**src/rtl/prio_scan_encoder_if.sv**
```systemverilog
// Request/result handshake bundle for prio_scan_encoder.
// Carries req_valid/req_ready/req in, out_valid/out_ready/idx/rank/last/none out.
interface prio_scan_encoder_if #(
  parameter int N = 12,
  parameter int W = 4
) ();
  logic         req_valid;
  logic         req_ready;
  logic [N-1:0] req;
  logic         out_valid;
  logic         out_ready;
  logic [W-1:0] out_idx;
  logic [W-1:0] out_rank;
  logic         out_last;
  logic         out_none;

  modport master (
    output req_valid, req, out_ready,
    input  req_ready, out_valid,
    input  out_idx, out_rank, out_last, out_none
  );

  modport slave (
    input  req_valid, req, out_ready,
    output req_ready, out_valid,
    output out_idx, out_rank, out_last, out_none
  );
endinterface

```
**src/rtl/prio_scan_encoder.sv**
```systemverilog
// Sequential multi-winner priority encoder: latches a request, emits up to K indices.
// Ports: clk, reset_n (async low), abort (sync flush), bus (slave side of handshake if).
module prio_scan_encoder #(
  parameter int N         = 12,
  parameter int W         = 4,
  parameter int K         = 2,
  parameter bit MSB_FIRST = 1'b1
) (
  input  logic                   clk,
  input  logic                   reset_n,
  input  logic                   abort,
  prio_scan_encoder_if.slave     bus
);

  typedef enum logic {
    IDLE = 1'b0,
    SCAN = 1'b1
  } state_t;

  localparam logic [W-1:0] KM1 = W'(K - 1);
  localparam logic [N-1:0] ONE = {{(N-1){1'b0}}, 1'b1};

  state_t       state_q, state_d;
  logic [N-1:0] pending_q, pending_d;
  logic [W-1:0] rank_q, rank_d;
  logic         none_q, none_d;

  logic [W-1:0] win_idx;
  logic [N-1:0] win_mask;
  logic [N-1:0] rest;
  logic         last;
  logic         scan;

  function automatic logic [W-1:0] pick(input logic [N-1:0] v);
    pick = '0;
    if (MSB_FIRST) begin
      for (int i = 0; i < N; i++)
        if (v[i]) pick = W'(i);
    end else begin
      for (int i = N - 1; i >= 0; i--)
        if (v[i]) pick = W'(i);
    end
  endfunction

  always_comb begin
    scan     = (state_q == SCAN);
    win_idx  = pick(pending_q);
    win_mask = ONE << win_idx;
    rest     = pending_q & ~win_mask;
    last     = none_q | ~|rest | (rank_q == KM1);
  end

  always_ff @(posedge clk or negedge reset_n) begin
    if (!reset_n) begin
      state_q   <= IDLE;
      pending_q <= '0;
      rank_q    <= '0;
      none_q    <= 1'b0;
    end else begin
      state_q   <= state_d;
      pending_q <= pending_d;
      rank_q    <= rank_d;
      none_q    <= none_d;
    end
  end

  always_comb begin
    state_d   = state_q;
    pending_d = pending_q;
    rank_d    = rank_q;
    none_d    = none_q;
    if (abort) begin
      state_d   = IDLE;
      pending_d = '0;
      rank_d    = '0;
      none_d    = 1'b0;
    end else begin
      unique case (state_q)
        IDLE: begin
          if (bus.req_valid) begin
            state_d   = SCAN;
            pending_d = bus.req;
            rank_d    = '0;
            none_d    = ~|bus.req;
          end
        end
        SCAN: begin
          if (bus.out_ready) begin
            pending_d = rest;
            rank_d    = rank_q + 1'b1;
            // Final beat: drop any winners beyond K and park cleanly.
            if (last) begin
              state_d   = IDLE;
              pending_d = '0;
              rank_d    = '0;
              none_d    = 1'b0;
            end
          end
        end
        default: state_d = IDLE;
      endcase
    end
  end

  // Outputs are purely registered state; IDLE forces them to zero.
  always_comb begin
    bus.req_ready = ~scan;
    bus.out_valid = scan;
    bus.out_idx   = '0;
    bus.out_rank  = '0;
    bus.out_last  = 1'b0;
    bus.out_none  = 1'b0;
    if (scan) begin
      bus.out_idx  = none_q ? '0 : win_idx;
      bus.out_rank = rank_q;
      bus.out_last = last;
      bus.out_none = none_q;
    end
  end

endmodule

```
**src/flat_wrapper.sv**
```systemverilog
// flat-port wrapper written by rule: the top's interface ports become plain ports
module prio_scan_encoder_flat 
#(
  parameter int N         = 12,
  parameter int W         = 4,
  parameter int K         = 2,
  parameter bit MSB_FIRST = 1'b1
)
  (clk, reset_n, abort, bus_req_valid, bus_req, bus_out_ready, bus_req_ready, bus_out_valid, bus_out_idx, bus_out_rank, bus_out_last, bus_out_none);
  prio_scan_encoder_if #(.N(N), .W(W)) bus_i ();
  input  logic clk;
  input  logic reset_n;
  input  logic abort;
  input wire logic [$bits(bus_i.req_valid)-1:0] bus_req_valid;
  input wire logic [$bits(bus_i.req)-1:0] bus_req;
  input wire logic [$bits(bus_i.out_ready)-1:0] bus_out_ready;
  output wire logic [$bits(bus_i.req_ready)-1:0] bus_req_ready;
  output wire logic [$bits(bus_i.out_valid)-1:0] bus_out_valid;
  output wire logic [$bits(bus_i.out_idx)-1:0] bus_out_idx;
  output wire logic [$bits(bus_i.out_rank)-1:0] bus_out_rank;
  output wire logic [$bits(bus_i.out_last)-1:0] bus_out_last;
  output wire logic [$bits(bus_i.out_none)-1:0] bus_out_none;
  assign bus_i.req_valid = bus_req_valid;
  assign bus_i.req = bus_req;
  assign bus_i.out_ready = bus_out_ready;
  assign bus_req_ready = bus_i.req_ready;
  assign bus_out_valid = bus_i.out_valid;
  assign bus_out_idx = bus_i.out_idx;
  assign bus_out_rank = bus_i.out_rank;
  assign bus_out_last = bus_i.out_last;
  assign bus_out_none = bus_i.out_none;
  prio_scan_encoder #(.N(N), .W(W), .K(K), .MSB_FIRST(MSB_FIRST)) u_core (.clk(clk), .reset_n(reset_n), .abort(abort), .bus(bus_i));
endmodule
```
**config.mk**
```make
export PLATFORM = sky130hd
export DESIGN_NAME = prio_scan_encoder_flat
export DESIGN_NICKNAME = d
export VERILOG_FILES = /design/src/rtl/prio_scan_encoder_if.sv /design/src/rtl/prio_scan_encoder.sv /design/src/flat_wrapper.sv
export SDC_FILE = /design/constraint.sdc
export NUM_CORES = 1
export LEC_CHECK = 0
export CORE_ASPECT_RATIO = 1.4
export CORE_MARGIN = 5
export CORE_UTILIZATION = 50
export CTS_CLUSTER_SIZE = 16
export DETAILED_ROUTE_END_ITERATION = 10
export PLACE_DENSITY_LB_ADDON = 0.2
export SYNTH_ARGS = -nofsm -noshare
export SYNTH_HDL_FRONTEND = slang
export SYNTH_SLANG_ARGS = --single-unit
export TNS_END_PERCENT = 100
```
**constraint.sdc**
```tcl
create_clock -name clk -period 3 [get_ports clk]
set_clock_uncertainty 0.05 [all_clocks]
set_input_delay 0.45 -clock clk [delete_from_list [all_inputs] [get_ports clk]]
set_output_delay 0.45 -clock clk [all_outputs]
set_load 0.01 [all_outputs]
```
==> Word level (Yosys, flattened, before mapping) <==
Cells that the tools add are included.
{ "word_totals": {"reg_bits": 18, "in_bits": 17, "output_inout_bits": 12, "elab_cells": 57} }
{ "classes": {"n_mux": 36, "n_bitwise": 5, "n_eq_ne": 4, "n_addsub": 1, "shift": 1, "reduce_logical": 6} }
{ "ops": {"columns": ["operator", "n"], "rows": [
  ["two-way mux 4 bit", 17],
  ["two-way mux 12 bit", 4],
  ["one-hot mux 12 bit (2 select lines)", 1],
  ["OR reduction 12 bit", 2],
  ["AND 12 bit", 1],
  ["inverter 12 bit", 1],
  ["<< shifter 1 x 4 -> 12 bit, first input constant", 1],
  ["two-way mux 1 bit", 11],
  ["inequality test 3 bit, second input constant", 3],
  ["one-hot mux 4 bit (2 select lines)", 1],
  ["adder 4 x 1 -> 4 bit, second input constant", 1],
  ["equality test 4 x 1 -> 1 bit, second input constant", 1],
  ["one-hot mux 1 bit (2 select lines)", 2],
  ["AND reduction 3 bit", 1],
  ["zero test 1 bit", 2],
  ["OR 1 bit", 2],
  ["AND reduction 2 bit", 1],
  ["inverter 1 bit", 1]
]} }

==> Logic depth before layout (Yosys ltp) <==
{ "depth": {"ltp_word": 22, "ltp_mapped": 9, "mapped_depth_nobuf": 8} }

==> Worst setup path before layout <==
OpenSTA, ideal clock, no wires.
{ "synth_timing": {"kind": "reg-to-output", "startpoint": "reg u_core.pending_q[9]", "endpoint": "out bus_out_last", "path_slack_ps": 574, "path_buffers": 2, "t_required_ps": 2500, "arrival_ps": 1926, "path_stages_with_launch": 9, "cell_sequence": "dfrtp_1 buf_6 or4_4 buf_6 a2111oi_4 a21oi_1 nor4_4 nor3_1 nor2_1"} }
{ "synth_via": {"elab_chain_cells": 11} }
{ "synth_lines": {"columns": ["item", "line", "rtl"], "rows": [
  ["from (decl)", "prio_scan_encoder.sv:24", "logic [N-1:0] pending_q, pending_d;"],
  ["from (signal assigned)", "prio_scan_encoder.sv:61", "pending_q <= pending_d;"],
  ["two-way mux 4 bit (3 in series)", "prio_scan_encoder.sv:38", "if (v[i]) pick = W'(i);"],
  ["<< shifter 1 x 4 -> 12 bit", "prio_scan_encoder.sv:48", "win_mask = ONE << win_idx;"],
  ["inverter 12 bit", "prio_scan_encoder.sv:49", "rest = pending_q & ~win_mask;"],
  ["AND 12 bit *", "prio_scan_encoder.sv:49", null],
  ["OR reduction 12 bit *", "prio_scan_encoder.sv:50", "last = none_q | ~|rest | (rank_q == KM1);"],
  ["zero test 1 bit *", "prio_scan_encoder.sv:50", null],
  ["OR 1 bit * (2 in series)", "prio_scan_encoder.sv:50", null],
  ["two-way mux 1 bit *", "prio_scan_encoder.sv:113", "if (scan) begin"],
  ["to (decl)", "flat_wrapper.sv:21", "output wire logic [$bits(bus_i.out_last)-1:0] bus_out_last;"]
]} }
Every way passes the cells marked *; elsewhere a longest branch is shown, timed or not.

==> Worst setup path in the final report <==
{ "layout_timing": {"startpoint": "reg u_core.pending_q[8]", "endpoint": "out bus_out_last"} }
{ "layout_via": {"elab_chain_cells": 12} }
{ "layout_lines": {"columns": ["item", "line"], "rows": [
  ["two-way mux 4 bit (4 in series)", "prio_scan_encoder.sv:38"],
  ["<< shifter 1 x 4 -> 12 bit", "prio_scan_encoder.sv:48"],
  ["inverter 12 bit", "prio_scan_encoder.sv:49"],
  ["AND 12 bit *", "prio_scan_encoder.sv:49"],
  ["OR reduction 12 bit *", "prio_scan_encoder.sv:50"],
  ["zero test 1 bit *", "prio_scan_encoder.sv:50"],
  ["OR 1 bit * (2 in series)", "prio_scan_encoder.sv:50"],
  ["two-way mux 1 bit *", "prio_scan_encoder.sv:113"]
]} }
Marked as above.

==> impl_metrics.toml <==
[routing]
drc = 0
via_per_inst = 5.98
wl_per_cell_um = 17.0
drt-initial-drc-count = 53
dr_total_vias = 1219
antenna_left = 0
drt-total-wl_um = 3460
dr.pass1.iters = 4

[placed_design]
dp_slack_ps = 176
dp_hpwl_um = 2690
place.gp.congestion = 0.974
placed_cell_area_sq_um = 1570
portBuffers = 28

[layout]
area_delta_synth_final_pct = 26.0
final_cell_area_sq_um = 1630
drive_gt1_share_pct = 17.6
num-nets-final = 190
n_antenna_cell = 0

[timing]
rsz0062_at_grt = "no"
slew_headroom_pct = 44.4
maxSlewViolCount = 0
fin_crit_sh_pct = 94.4
tns_ps = 0
setup_viol = 0
hold_viol_final = 0
tightest_slew_ps = 832
layout_setup_ws_ps = 168
max_clock_freq_ghz = 0.353
min_period_ps = 2830

[setup_path]
cp.required_ps = 2500
end_kind = "output pin"
reg2reg_from = "u_core.pending_q[8]$_DFFE_PN0P_"
critPathLaunchType = "register"
timing_worst_setup_path_type = "register to output pin"
crit_chain = "or4_4, o31ai_2, a21oi_1, nor4_4, nor3_1, nor2_1, dlygate4sd2_1"
worstRegToRegCells = 7
startpoint = "u_core.pending_q[8]$_DFFE_PN0P_"
worst_r2r_endpoint = "u_core.rank_q[1]$_DFFE_PN0P_"
worstPathMaxFanout = 6
cp_slowest_stage_delay_ps = 600
slowest_stage = "or4_4"
critPathArrivalTime_ps = 2330
regToRegSetupSlack_ps = 570
endpoint = "bus_out_last"

[clock_tree]
cts_made_buffers = 3
cts.root.buffer_cell = "clkbuf_4"
clk_latency_ps = 300
hold_buffers = 0
clk_pin_slew_worst_paths_ps = 110
clock_sinks = 18
cts_tree = "yes"
cts_max_level = 1
cts_max_path_buffers = 2

[power]
vdd_ir_drop_max_v = 0.000286
power.density_nw_per_um2 = 420
p_leak_nw = 0.639
power.total_mw = 0.684

[synthesis]
synth_edf_count = 0
syn_inst = 143
ys.flop_type = "dfrtp_1"
yosysMostFrequentCell = "dfrtp_1"
synth-async-reset-ratio_pct = 100
syn_nets = 162
synth.avg_cell_area_sq_um = 9.04
ys_ff_latch = 18
synth_area_leaders = "dfrtp_1 (35%), nor2_1 (4.4%), a22oi_1 (4.1%)"
synth_common_cells = "dfrtp_1 (18), nor2_1 (15), nand2_1 (9)"
synth_top_cell_by_area = "dfrtp_1"
seq_area_frac_synth_pct = 34.8
synthDominantCellAreaShare_pct = 34.8
ys_warn_count = 0
syn_area_sq_um = 1290
ys_types = 40

[run]
cap_violations = 0

[global_route]
antenna_found_initial = 0
grt_pass1_vias = 1232
track_usage_pct = 21.2
grt_pass1_wl_um = 5930
overflow = 0
grt_max_degree = 19

[floorplan]
fp.dieArea_sq_um = 3720
die_y_um = 70.2
rows = 21
ioPinCount = 29
core_area_sq_um = 2440
die_x_um = 53.0
initial_core_util_pct = 52.9

[min_path]
hold_class = "register to register"

[outcome]
status = "finished, final reports clean"
-- cell type report --
class                      instances  area (sq um)
clock buffer                       4          36.3
fill                             227           815
inverter                           4          15.0
multi-input combinational        110           757
sequential                        18           454
tap                               34          42.5
timing repair buffer              34           324
-- per-layer routing --
metal	global-route usage [%]	vias to the layer above	routed length (um)
met5	0	-	0
met4	8.24	0	78
met3	3.62	9	145
met2	34.8	42	1820
met1	26.8	584	1410
li1	-	584	-
-- registers in the layout, indices dropped and copies added, names as in the netlist --
name,flops
u_core.bus.out_valid,1
u_core.none_q,1
u_core.pending_q,12
u_core.rank_q,4
-- where the power goes --
group          internal [mW]  switching, mW  total (mW)
Combinational          0.119          0.129       0.247
Sequential             0.257         0.0253       0.282
Clock                 0.0741         0.0804       0.154
-- worst max-delay path, delay by kind of cell, from the launching register on --
kind                   cells  cell delay, ps
and+or+nand+nor            4             930
DFF                        1             430
AOI/OAI and AO/OA          2             390
buffers and inverters      1             270
-- worst min path at each step --
stage	start	to	cells past startpoint
finish	u_core.rank_q[0]$_DFFE_PN0P_	u_core.rank_q[0]$_DFFE_PN0P_	1
floorplan	reset_n	u_core.bus.out_valid$_DFF_PN0_	0
CTS	u_core.none_q$_DFFE_PN0P_	u_core.none_q$_DFFE_PN0P_	2
detailed placement	u_core.none_q$_DFFE_PN0P_	u_core.none_q$_DFFE_PN0P_	2
global route	u_core.none_q$_DFFE_PN0P_	u_core.none_q$_DFFE_PN0P_	2
global placement	u_core.none_q$_DFFE_PN0P_	u_core.none_q$_DFFE_PN0P_	2
-- placed cells by master (no fill, tap or decap), types with 2 or more instances in the layout --
cell type / instances
clkdlybuf4s50_1: 27
nor2_1: 15
dfrtp_1: 15
nand2_1: 9
o21ai_0: 8
a21oi_1: 8
a22oi_1: 7
o21ai_2: 6
buf_4: 6
a22o_1: 5
inv_1: 4
and2_1: 4
nand2b_1: 4
nor3_1: 4
o31ai_1: 4
nor2b_1: 3
o22ai_2: 3
nor4_1: 3
clkbuf_4: 3
dfrtp_2: 3
nor4_2: 2
or2_1: 2
a211oi_1: 2
nand3_1: 2
or3_1: 2
o21ai_1: 2
ha_1: 2
-- cell families (layout without fill, tap and decap cells) --
family	Yosys count	in the layout	share of synthesized area, %
AND/OR/NAND/NOR	55	55	24.2
AO/OA/AOI/OAI	52	52	31.4
flip-flops	18	18	34.8
buffers and inverters	15	42	6.97
adder cells (fa/ha/maj)	2	2	1.94
XOR/XNOR	1	1	0.678
-- metrics by stage --
stage / hold slack [ps] / instances / utilization [%]
after global placement: 482 / 198 / 64.3
after CTS: 524 / 204 / 66.5
after global routing: 569 / 204 / 66.7
after floorplan: 104 / 143 / -
final: 528 / 204 / 66.7
after detailed placement: 496 / 198 / 64.3
-- timing repair --
item	4_1_cts	5_1_grt
gates resized for setup	4	1
buffers inserted	2	0
cloned	0	0
setup endpoints to repair	1	1
No activity file was read; power rests on OpenSTA's default activity.
